[config.mk]
export PLATFORM = sky130hd
export DESIGN_NAME = pipeline_hazard_ctrl
export DESIGN_NICKNAME = d
export VERILOG_FILES = /design/src/rtl/pipeline_ctrl_pkg.sv /design/src/rtl/hazard_sat_counter.sv /design/src/rtl/pipeline_hazard_ctrl.sv
export SDC_FILE = /design/constraint.sdc
export NUM_CORES = 1
export LEC_CHECK = 0
export BUFFER_PORTS_ARGS = -buffer_cell sky130_fd_sc_hd__clkbuf_2
export CORE_MARGIN = 4
export CORE_UTILIZATION = 45
export DETAILED_ROUTE_END_ITERATION = 7
export PLACE_DENSITY = 0.81
export SLEW_MARGIN = 20
export SYNTH_ARGS = -nofsm -noshare
export SYNTH_HDL_FRONTEND = slang
export SYNTH_SLANG_ARGS = --single-unit
export TNS_END_PERCENT = 5
[constraint.sdc]
create_clock -name clk -period 3.15 [get_ports clk]
set_input_delay 0.1575 -clock clk [delete_from_list [all_inputs] [get_ports clk]]
set_output_delay 0.1575 -clock clk [all_outputs]
set_load 0.01 [all_outputs]
[src/rtl/pipeline_ctrl_pkg.sv]
// Shared types and constants for the pipeline hazard controller.
// Holds the FSM state encoding, the wait-counter width helper and the NOP encoding.
package pipeline_ctrl_pkg;

  typedef enum logic [1:0] {
    RUN      = 2'd0,
    MEM_WAIT = 2'd1,
    HALT     = 2'd2
  } ctrl_state_e;

  // addi x0, x0, 0 -- what a flushed IF/ID slot decodes as
  localparam logic [31:0] NOP_INSN = 32'h0000_0013;

  // Width of the MEM_WAIT cycle counter; never narrower than one bit
  function automatic int wait_cnt_width(input int max_wait);
    return (max_wait < 2) ? 1 : $clog2(max_wait);
  endfunction

endpackage : pipeline_ctrl_pkg

[src/rtl/hazard_sat_counter.sv]
// Saturating up-counter used for the stall/flush performance counters.
// Holds at all-ones instead of wrapping.
module hazard_sat_counter #(
  parameter int W = 32
) (
  input  logic         clk,
  input  logic         reset,
  input  logic         inc,
  output logic [W-1:0] count
);

  logic [W-1:0] count_q;
  logic [W-1:0] count_d;

  always_comb begin
    count_d = count_q;
    if (inc && (count_q != {W{1'b1}})) begin
      count_d = count_q + 1'b1;
    end
  end

  always_ff @(posedge clk) begin
    if (reset) begin
      count_q <= '0;
    end else begin
      count_q <= count_d;
    end
  end

  assign count = count_q;

endmodule : hazard_sat_counter

[src/rtl/pipeline_hazard_ctrl.sv]
// Hazard/sequencing controller for the 5-stage core: load-use bubbles,
// taken-branch flushes, data-memory wait freeze with timeout, and perf counters.
module pipeline_hazard_ctrl
  import pipeline_ctrl_pkg::*;
#(
  parameter int MAX_WAIT = 16,
  parameter int COUNT_W  = 32
) (
  input  logic               clk,
  input  logic               reset,
  input  logic [4:0]         id_rs1,
  input  logic [4:0]         id_rs2,
  input  logic               id_uses_rs2,
  input  logic               ie_memread,
  input  logic [4:0]         ie_rd,
  input  logic               em_branch,
  input  logic               em_zero,
  input  logic               em_mem_access,
  input  logic               dmem_ready,
  output logic               pc_write,
  output logic               pc_sel_branch,
  output logic               if_id_write,
  output logic               if_id_flush,
  output logic               id_ex_write,
  output logic               id_ex_flush,
  output logic               ex_mem_write,
  output logic               ex_mem_flush,
  output logic               mem_wb_write,
  output logic               mem_timeout,
  output logic               halted,
  output logic [COUNT_W-1:0] stall_cycles,
  output logic [COUNT_W-1:0] flush_count
);

  localparam int              WCW       = wait_cnt_width(MAX_WAIT);
  localparam logic [WCW-1:0]  WAIT_LAST = WCW'(MAX_WAIT - 1);

  ctrl_state_e    state_q, state_d;
  logic [WCW-1:0] wait_q, wait_d;

  logic taken, mem_busy, load_use;
  logic freeze, branch_fire, bubble, timeout_pulse, in_halt;

  assign taken    = em_branch & em_zero;
  assign mem_busy = em_mem_access & ~dmem_ready;
  assign load_use = ie_memread & (ie_rd != 5'd0) &
                    ((ie_rd == id_rs1) | (id_uses_rs2 & (ie_rd == id_rs2)));

  always_comb begin
    state_d       = state_q;
    wait_d        = wait_q;
    freeze        = 1'b0;
    branch_fire   = 1'b0;
    bubble        = 1'b0;
    timeout_pulse = 1'b0;
    in_halt       = 1'b0;
    unique case (state_q)
      RUN: begin
        if (mem_busy) begin
          freeze  = 1'b1;
          state_d = MEM_WAIT;
          wait_d  = '0;
        end else if (taken) begin
          branch_fire = 1'b1;
        end else if (load_use) begin
          bubble = 1'b1;
        end
      end
      MEM_WAIT: begin
        if (dmem_ready) begin
          state_d = RUN;
          if (taken) begin
            branch_fire = 1'b1;
          end else if (load_use) begin
            bubble = 1'b1;
          end
        end else if (wait_q == WAIT_LAST) begin
          freeze        = 1'b1;
          timeout_pulse = 1'b1;
          state_d       = HALT;
        end else begin
          freeze = 1'b1;
          wait_d = wait_q + 1'b1;
        end
      end
      HALT: begin
        freeze  = 1'b1;
        in_halt = 1'b1;
      end
      default: begin
        freeze  = 1'b1;
        state_d = RUN;
        wait_d  = '0;
      end
    endcase
  end

  // Reset wins over every rule: pipeline held and cleared while reset is high
  always_comb begin
    pc_write      = ~freeze & ~bubble;
    pc_sel_branch = branch_fire;
    if_id_write   = ~freeze & ~bubble;
    if_id_flush   = branch_fire;
    id_ex_write   = ~freeze;
    id_ex_flush   = branch_fire | bubble;
    ex_mem_write  = ~freeze;
    ex_mem_flush  = branch_fire;
    mem_wb_write  = ~freeze;
    mem_timeout   = timeout_pulse;
    halted        = in_halt;
    if (reset) begin
      pc_write      = 1'b0;
      pc_sel_branch = 1'b0;
      if_id_write   = 1'b0;
      if_id_flush   = 1'b1;
      id_ex_write   = 1'b0;
      id_ex_flush   = 1'b1;
      ex_mem_write  = 1'b0;
      ex_mem_flush  = 1'b1;
      mem_wb_write  = 1'b0;
      mem_timeout   = 1'b0;
      halted        = 1'b0;
    end
  end

  always_ff @(posedge clk) begin
    if (reset) begin
      state_q <= RUN;
      wait_q  <= '0;
    end else begin
      state_q <= state_d;
      wait_q  <= wait_d;
    end
  end

  logic stall_inc, flush_inc;
  assign stall_inc = ~reset & ~pc_write;
  assign flush_inc = ~reset & branch_fire;

  hazard_sat_counter #(.W(COUNT_W)) u_stall_cnt (
    .clk   (clk),
    .reset (reset),
    .inc   (stall_inc),
    .count (stall_cycles)
  );

  hazard_sat_counter #(.W(COUNT_W)) u_flush_cnt (
    .clk   (clk),
    .reset (reset),
    .inc   (flush_inc),
    .count (flush_count)
  );

endmodule : pipeline_hazard_ctrl

==> results of run 1 <==
[final timing paths]
kind / from / end / slack [ps] / cells after the start
worst max register to register: state_q[0]$_SDFFE_PP0P_ / u_flush_cnt.count[26]$_SDFFE_PP0P_ / 640 / 6
worst min-delay path: em_mem_access / state_q[0]$_SDFFE_PP0P_ / 150 / 3
worst min register to register: u_stall_cnt.count[5]$_SDFFE_PP0P_ / u_stall_cnt.count[5]$_SDFFE_PP0P_ / 510 / 2
worst max-delay path: state_q[0]$_SDFFE_PP0P_ / u_flush_cnt.count[26]$_SDFFE_PP0P_ / 640 / 6
[cell usage in the layout (no fill, tap or decap), drive strengths merged, types with 3 or more instances in the layout]
cell type	instances
xor2	5
nand4	19
dfxtp	70
inv	8
o21ai	35
a211oi	3
or2	3
nor2	44
clkinv	3
nand3	24
nand2b	6
nor4b	3
a21oi	34
or3	25
and4	9
nor3	14
nand2	25
and3	8
buf	4
nor2b	4
clkbuf	108
mux2i	7
o31ai	7
xnor2	28
or4	10
nor3b	5
nor4	7
ha	3
[critical path, stage by stage (launching register included)]
cell and delay [ps]:
dfxtp_1 370, o21ba_1 210, or4_4 540, or4_1 720, nor3_1 240, mux2i_1 230
nor2_1 50
[stage by stage]
step / hold WS [ps] / worst slack [ps] / util / std cells
floorplan: 358 / 742 / - / 446
global placement: 468 / 693 / 0.538 / 628
detailed placement: 492 / 665 / 0.538 / 628
CTS: 128 / 641 / 0.561 / 643
global route: 168 / 516 / 0.561 / 643
finish: 148 / 643 / 0.561 / 643
[layout make-up]
type                            instances  area, um2  area share
Multi-Input combinational cell        347       2150       0.489
Clock inverter                          4       22.5     0.00512
Inverter                                8       30.0     0.00683
Tap cell                              102        128      0.0290
Sequential cell                        70       1400       0.319
Clock buffer                           11        151      0.0344
Timing Repair Buffer                  101        515       0.117
[power by group through the flow]
stage / Clock (mW) / Sequential (mW) / Combinational [mW]
5_1_grt: 0.713 / 0.898 / 0.129
6_report: 0.651 / 0.897 / 0.116
3_3_place_gp: 0 / 0.917 / 0.113
2_1_floorplan: 0 / 0.917 / 0.0762
4_1_cts: 0.670 / 0.897 / 0.116
3_5_place_dp: 0 / 0.917 / 0.116
[registers in the layout (all words and copies together), names as in the netlist]
| register | count |
|---|---|
| u_stall_cnt.count | 32 |
| u_flush_cnt.count | 32 |
| wait_q | 4 |
| state_q | 2 |
[metal layers]
metal	global-route usage	up-vias	wire, um
met5	0	-	0
met4	0.0578	0	108
met3	0.0481	8	479
met2	0.318	99	4550
met1	0.232	1725	4000
li1	-	1827	-
[kinds of logic (layout without fill, tap and decap cells)]
kind of cell	count (synthesis)	in the layout	share of synthesized area
simple gates	210	210	0.326
buf+inv	29	124	0.0380
flops	70	70	0.380
compound gates	93	93	0.146
fa+ha+maj	3	3	0.0102
mux	8	8	0.0220
xor+xnor	33	33	0.0783
==> impl_metrics.py, run 1 <==
metrics = {
    "worst_setup_path": {
        "cp_max_fo": 9,
        "worstSetupStartpointType": "register",
        "critPathKind": "reg2reg",
        "endpoint_kind": "register",
        "critPathRequiredTime_ps": 3350,
        "critPathArrivalTime_ps": 2700,
    },
    "floorplanning": {
        "die_area_mm2": 0.00972,
        "start_util": 0.471,
        "core.rowCount": 32,
        "core_mm2": 0.00785,
        "ios": 98,
        "die-width_um": 98.6,
        "die_h_um": 98.6,
    },
    "power": {
        "swShare": 0.246,
        "p_leak_nw": 1.59,
        "internal_power_mw": 1.25,
        "p_sw_mw": 0.410,
        "seqPwrFrac": 0.539,
        "comb_power_share": 0.069,
        "power_density_mw_per_mm2": 378,
        "clockPowerShare": 0.391,
        "power_mw": 1.66,
        "worst_ir_drop_vdd_uv": 234,
    },
    "routing": {
        "drt-total-wl_mm": 9.14,
        "firstDrtPassIters": 4,
        "drc": 0,
        "wl_per_cell_um": 14.2,
        "viasPerCell": 5.69,
        "vias": 3659,
        "drt_iter0_drc": 123,
        "postRouteAntennaNets": 0,
    },
    "timing": {
        "fin_crit_ps": 2510,
        "grt_setup_unrepaired": "no",
        "setup_tns_ps": 0,
        "post-route-period-util": 0.796,
        "skew_ps": 9.21,
        "max_freq_ghz": 0.399,
        "setup_viol": 0,
        "max-slew-margin-rel": 0.505,
        "hold_viol_final": 0,
        "tightestPinTransition_ps": 737,
        "drv_slew": 0,
    },
    "synth": {
        "syn_nets": 472,
        "synth_cells": 446,
        "synth_enable_flop_cells": 0,
        "synth-seq-cells": 70,
        "ys_types": 52,
        "synthTopCellsByCount": "70 x dfxtp_1, 43 x nor2_1, 34 x a21oi_1",
        "yosysWarnings": 0,
        "async_reset_ff_frac": 0,
        "yosys_most_used_dff": "dfxtp_1",
        "synth_top_area_frac": 0.380,
        "ys_seq_area_frac": 0.380,
        "netlist_area_mm2": 0.00369,
        "yosys.area.top_type": "dfxtp_1",
        "synth_area_leaders": "dfxtp_1 38%, xnor2_1 6.6%, a21oi_1 4.6%",
        "synth_most_common_cell": "dfxtp_1",
        "avgSynthCellArea_um2": 8.28,
    },
    "layout": {
        "insertedDiodeCount": 0,
        "nets": 563,
        "fillers": 732,
        "final_cell_area_mm2": 0.00440,
        "drive_gt1_frac": 0.238,
        "area_growth_pct": 19.1,
    },
    "global_route": {
        "grt_pass1_wl_mm": 15.4,
        "grt_pass1_vias": 3297,
        "gr-total-overflow": 0,
        "grt_max_degree": 74,
        "track_usage": 0.187,
        "grt_antenna_before_repair": 0,
    },
    "outcome": {
        "outcome": "finished, final reports clean",
    },
    "clock_tree": {
        "clkLatencyLatePin_ps": 340,
        "cts_inserted_buffers": 9,
        "post_cts_buffers": 0,
        "cts_tree": "yes",
        "post_cts_resized": 0,
        "h-tree-depth": 3,
        "cts.sinks": 70,
        "hold_buffers": 0,
        "clk_pin_slew_worst_paths_ps": 70,
        "root_buffer": "clkbuf_8",
        "clockBufferDepth": 2,
    },
    "placement": {
        "placed_cell_area_mm2": 0.00423,
        "dp_hpwl_mm": 6.61,
        "port_buffers": 97,
        "gp_congestion": 0.812,
    },
    "min_path": {
        "hold_class": "in2reg",
    },
    "flow_run": {
        "max_cap_violations": 0,
    },
}
Power figures use the tool's default switching activity.
==> run 2: changes to the inputs <==
ABC_AREA = 1   (was not set)
clock period = 2.1 ns   (was 3.15 ns; I/O delays follow)
==> impl_metrics.py, run 2 <==
metrics = {
    "outcome": {
        "outcome": "finished, final reports clean",
    },
    "layout": {
        "area_growth_pct": 18.9,
        "nets": 890,
        "mostFrequentLayoutCells": "274 x nand2_1, 115 x nor2_1, 97 x clkbuf_2",
        "final_cell_area_mm2": 0.00561,
        "fin_util": 0.546,
        "drive_gt1_frac": 0.182,
        "insertedDiodeCount": 0,
        "layout_commonest_cell": "nand2_1",
    },
    "synth": {
        "syn_nets": 793,
        "async_reset_ff_frac": 0,
        "yosys_most_used_dff": "dfxtp_1",
        "synth_cells": 767,
        "synth-seq-cells": 70,
        "ys_types": 37,
        "netlist_area_mm2": 0.00472,
        "synth_most_common_cell": "nand2_1",
        "synthTopCellsByCount": "275 x nand2_1, 115 x nor2_1, 70 x dfxtp_1",
        "avgSynthCellArea_um2": 6.15,
        "yosysWarnings": 0,
        "synth_enable_flop_cells": 0,
        "synth_area_leaders": "dfxtp_1 30%, nand2_1 22%, nor2_1 9.1%",
        "yosys.area.top_type": "dfxtp_1",
        "ys_seq_area_frac": 0.297,
        "synth_top_area_frac": 0.297,
    },
    "power": {
        "power_density_mw_per_mm2": 514,
        "worst_ir_drop_vdd_uv": 378,
        "p_leak_nw": 2.28,
    },
    "global_route": {
        "grt_pass1_wl_mm": 21.9,
        "grt_max_degree": 35,
        "gr-total-overflow": 0,
        "grt_pass1_vias": 4794,
        "grt_antenna_before_repair": 0,
        "track_usage": 0.224,
    },
    "placement": {
        "dp_hpwl_mm": 9.87,
        "placed_cell_area_mm2": 0.00536,
        "gp_congestion": 0.942,
        "port_buffers": 97,
    },
    "min_path": {
        "hold_class": "in2reg",
    },
    "timing": {
        "setup_viol": 0,
        "fin_crit_ps": 1890,
        "skew_ps": 11.0,
        "tightestPinTransition_ps": 375,
        "max_freq_ghz": 0.529,
        "drv_slew": 0,
        "setup_tns_ps": 0,
        "grt_setup_unrepaired": "no",
        "hold_viol_final": 0,
        "max-slew-margin-rel": 0.749,
        "post-route-period-util": 0.901,
    },
    "routing": {
        "drt_iter0_drc": 337,
        "vias": 5159,
        "wl_per_cell_um": 12.9,
        "drt-total-wl_mm": 13.0,
        "firstDrtPassIters": 5,
        "postRouteAntennaNets": 0,
        "drc": 0,
        "viasPerCell": 5.13,
    },
    "floorplanning": {
        "die-width_um": 110,
        "ios": 98,
        "core.rowCount": 37,
        "core_mm2": 0.0103,
        "die_area_mm2": 0.0122,
        "start_util": 0.459,
        "die_h_um": 110,
    },
    "worst_setup_path": {
        "critPathRequiredTime_ps": 2000,
        "endpoint_kind": "output port",
        "worstSetupStartpointType": "register",
        "cp_max_fo": 31,
        "critPathArrivalTime_ps": 1790,
        "critPathKind": "reg2out",
    },
    "clock_tree": {
        "clk_pin_slew_worst_paths_ps": 80,
        "clockBufferDepth": 2,
        "cts.sinks": 70,
        "clkLatencyLatePin_ps": 360,
        "root_buffer": "clkbuf_8",
        "cts_tree": "yes",
        "h-tree-depth": 3,
        "cts_inserted_buffers": 9,
        "hold_buffers": 0,
        "post_cts_buffers": 0,
    },
    "flow_run": {
        "max_cap_violations": 0,
    },
}
==> run 2: cell types whose count changed in the layout (fill, tap and decap cells not counted), sizes merged, moves of 18 or more <==
cell and delta:
nand2 +253, a21oi +21, or3 -25, nor2 +76, nand4 +18, inv +49
o21ai -21
==> run 2: cell type report <==
| class | count | area, um2 |
|---|---|---|
| inverters | 55 | 209 |
| fillers | 1054 | 4670 |
| flip-flops and latches | 70 | 1400 |
| repair buffers | 116 | 666 |
| multi-input cells | 612 | 2930 |
| well taps | 136 | 170 |
| clock buffers | 10 | 138 |
| clock inverters | 6 | 92.6 |
==> run 2: final timing paths <==
kind / startpoint / end / slack, ps / cells past startpoint
worst max-delay path: state_q[0]$_SDFFE_PP0P_ / if_id_write / 210 / 10
worst max register to register: u_flush_cnt.count[4]$_SDFFE_PP0P_ / u_flush_cnt.count[28]$_SDFFE_PP0P_ / 210 / 11
worst min register to register: wait_q[1]$_SDFFE_PP0P_ / wait_q[1]$_SDFFE_PP0P_ / 490 / 2
worst min-delay path: em_mem_access / state_q[0]$_SDFFE_PP0P_ / 20 / 3
==> run 2: cell families (layout without fill, tap and decap cells) <==
family	Yosys count	in the layout	synth area share
buffers and inverters	85	187	0.0833
XOR/XNOR	33	33	0.0613
flip-flops	70	70	0.297
AO/OA/AOI/OAI	72	72	0.0798
adder cells (fa/ha/maj)	3	3	0.00796
AND/OR/NAND/NOR	504	504	0.471
==> run 2: critical path, cell delays in order (launching register included) <==
cell	delay [ps]
dfxtp_1	330
nor2_1	140
nand2_1	100
o21ai_4	90
inv_1	80
nor2_1	100
nand2_1	80
nand2_2	110
buf_12	190
nor2_1	70
clkbuf_2	140
==> run 2: where the power goes <==
| group | switching [mW] | internal [mW] |
|---|---|---|
| Clock | 0.578 | 0.710 |
| Sequential | 0.00768 | 1.33 |
| Combinational | 0.166 | 0.0874 |
==> run 2: stage by stage <==
stage          power (mW)  cells  setup WS, ps  hold WS, ps
2_1_floorplan        1.55    767           301          270
3_5_place_dp         1.62    989           185          390
4_1_cts              2.89   1005          13.7         8.33
3_3_place_gp         1.61    989           241          380
5_1_grt              2.99   1005          1.70         30.1
6_report             2.88   1005           208         15.4
==> run 2: metal layers <==
layer	part of all wire	vias to the layer above	GRT usage
met5	0	-	0
met4	0.023	0	0.0800
met3	0.076	31	0.0594
met2	0.47	191	0.358
met1	0.44	2282	0.292
li1	-	2655	-
==> run 2: what timing repair did <==
action,in CTS,in global routing
hold endpoints to repair,0,0
gates resized for setup,0,7
endpoints found under the setup margin,0,4
==> run 3: changes to the inputs <==
--- a/config.mk
+++ b/config.mk
@@ -12,4 +12,5 @@
 export DETAILED_ROUTE_END_ITERATION = 7
 export PLACE_DENSITY = 0.81
+export SETUP_SLACK_MARGIN = 0.4
 export SLEW_MARGIN = 20
 export SYNTH_ARGS = -nofsm -noshare
==> constraint.sdc (replaced) <==
create_clock -name clk -period 2.1 [get_ports clk]
set_input_delay 0.105 -clock clk [delete_from_list [all_inputs] [get_ports clk]]
set_output_delay 0.105 -clock clk [all_outputs]
set_load 0.02 [all_outputs]
==> impl_metrics.py, run 3 (synthesis results as in run 2) <==
metrics = {
    "routing": {
        "wl_per_cell_um": 15.3,
        "drc": 0,
        "viasPerCell": 5.49,
        "drt_iter0_drc": 617,
        "drt-total-wl_mm": 15.9,
        "vias": 5717,
        "firstDrtPassIters": 8,
        "postRouteAntennaNets": 0,
    },
    "layout": {
        "drive_gt1_frac": 0.270,
        "insertedDiodeCount": 0,
        "nets": 926,
        "layout_commonest_cell": "nand2_1",
        "mostFrequentLayoutCells": "268 x nand2_1, 99 x nor2_1, 95 x clkbuf_2",
        "area_growth_pct": 32.3,
        "final_cell_area_mm2": 0.00624,
        "fillers": 937,
    },
    "timing": {
        "fin_crit_ps": 1830,
        "hold_viol_final": 0,
        "tightestPinTransition_ps": 463,
        "setup_viol": 0,
        "setup_tns_ps": 0,
        "post-route-period-util": 0.869,
        "max_freq_ghz": 0.548,
        "drv_slew": 0,
        "max-slew-margin-rel": 0.691,
        "hold_ws_ps": 43.9,
        "grt_setup_unrepaired": "yes",
        "skew_ps": 17.2,
    },
    "power": {
        "power_density_mw_per_mm2": 463,
        "p_leak_nw": 2.59,
        "worst_ir_drop_vdd_uv": 308,
    },
    "clock_tree": {
        "cts_inserted_buffers": 9,
        "clkLatencyLatePin_ps": 370,
        "clockBufferDepth": 2,
        "cts_tree": "yes",
        "cts.sinks": 70,
        "h-tree-depth": 3,
        "root_buffer": "clkbuf_8",
        "clk_pin_slew_worst_paths_ps": 80,
    },
    "global_route": {
        "grt_max_degree": 43,
        "grt_pass1_vias": 5106,
        "track_usage": 0.252,
        "grt_antenna_before_repair": 0,
        "gr-total-overflow": 0,
        "grt_pass1_wl_mm": 24.5,
    },
    "floorplanning": {
        "die_h_um": 110,
        "die-width_um": 110,
        "core_mm2": 0.0103,
        "core.rowCount": 37,
        "start_util": 0.459,
        "die_area_mm2": 0.0122,
        "ios": 98,
    },
    "placement": {
        "placed_cell_area_mm2": 0.00540,
        "port_buffers": 97,
        "dp_hpwl_mm": 9.96,
        "gp_congestion": 0.916,
    },
    "worst_setup_path": {
        "cp_slowest_cell": "dfxtp_4",
        "path_buf_inv": 1,
        "path_cells": "ha_4 > nand2_2 > nor2_4 > nand3_2 > nor2_4 > nand4_4 > buf_6 > nand3_4 > nand2_2 > nand2_1 > nor2_2",
        "cp_max_fo": 6,
        "critPathKind": "reg2reg",
        "endpoint_kind": "register",
        "worstSetupStartpointType": "register",
        "critPathRequiredTime_ps": 2360,
        "critPathArrivalTime_ps": 2080,
        "slowest_delay_ps": 400,
        "crit_family": "simple AND/OR/NAND/NOR gates",
    },
    "min_path": {
        "hold_class": "in2reg",
    },
    "outcome": {
        "outcome": "finished, final reports clean",
    },
    "flow_run": {
        "max_cap_violations": 0,
    },
}
## run 3: changes by cell type in the layout (fill, tap and decap cells not counted), moves of 3 or more
cell	change
nor2_2	+12
clkbuf_16	+3
nor2_1	-16
nand3_4	+4
nor2_4	+4
nand2_1	-6
dfxtp_2	+14
dfxtp_4	+5
nand2_2	+5
inv_1	-3
dfxtp_1	-19
nor3_4	+3
buf_4	+22
## run 3: cell type report
type | count | area, um2 | share of cell area
inverter | 55 | 216 | 0.0347
clock buffer | 11 | 153 | 0.0245
sequential | 70 | 1440 | 0.230
multi-input combinational | 618 | 3190 | 0.512
timing repair buffer | 146 | 1010 | 0.162
tap | 136 | 170 | 0.0273
clock inverter | 5 | 56.3 | 0.00902
## run 3: report_power, final
part / switching (mW) / internal [mW]
clock network: 0.556 / 0.619
logic: 0.229 / 0.140
registers: 0.0130 / 1.33
## run 3: worst paths after layout
check                                     from                                end  slack (ps)  cells after the start
min                                 dmem_ready            state_q[0]$_SDFFE_PP0P_          40                      4
min reg2reg             wait_q[1]$_SDFFE_PP0P_             wait_q[1]$_SDFFE_PP0P_         500                      2
max          u_stall_cnt.count[0]$_SDFFE_PP0P_  u_stall_cnt.count[0]$_SDFFE_PP0P_         270                     11
max reg2reg  u_stall_cnt.count[0]$_SDFFE_PP0P_  u_stall_cnt.count[0]$_SDFFE_PP0P_         270                     11
## run 3: routing by layer
| layer | global-route usage | routed length, um | vias up |
|---|---|---|---|
| li1 | - | - | 2738 |
| met1 | 0.331 | 6330 | 2547 |
| met2 | 0.399 | 7230 | 353 |
| met3 | 0.0588 | 1680 | 79 |
| met4 | 0.101 | 701 | 0 |
| met5 | 0 | 0 | - |
## run 3: worst min-delay path, cell delays in order
cell	delay (ps)
clkbuf_2	90
nor2_1	50
nand2_1	60
a21oi_1	50
## run 3: per-stage QoR
stage / instances / setup WS [ps] / power, mW / utilization
finish: 1041 / 275 / 2.89 / 0.607
global placement: 994 / 247 / 1.62 / 0.525
CTS: 1033 / 338 / 2.86 / 0.584
detailed placement: 994 / 170 / 1.62 / 0.525
global route: 1041 / 213 / 2.99 / 0.607
floorplan: 767 / 396 / 1.56 / -
## run 3: repair_timing
action                                  CTS  global route
gates resized for setup                  39            52
setup buffers                            15             5
hold buffers                              1             0
cloned                                    7             3
endpoints found under the setup margin   65            75
pin swaps                                24            14
hold endpoints to repair                  1             0
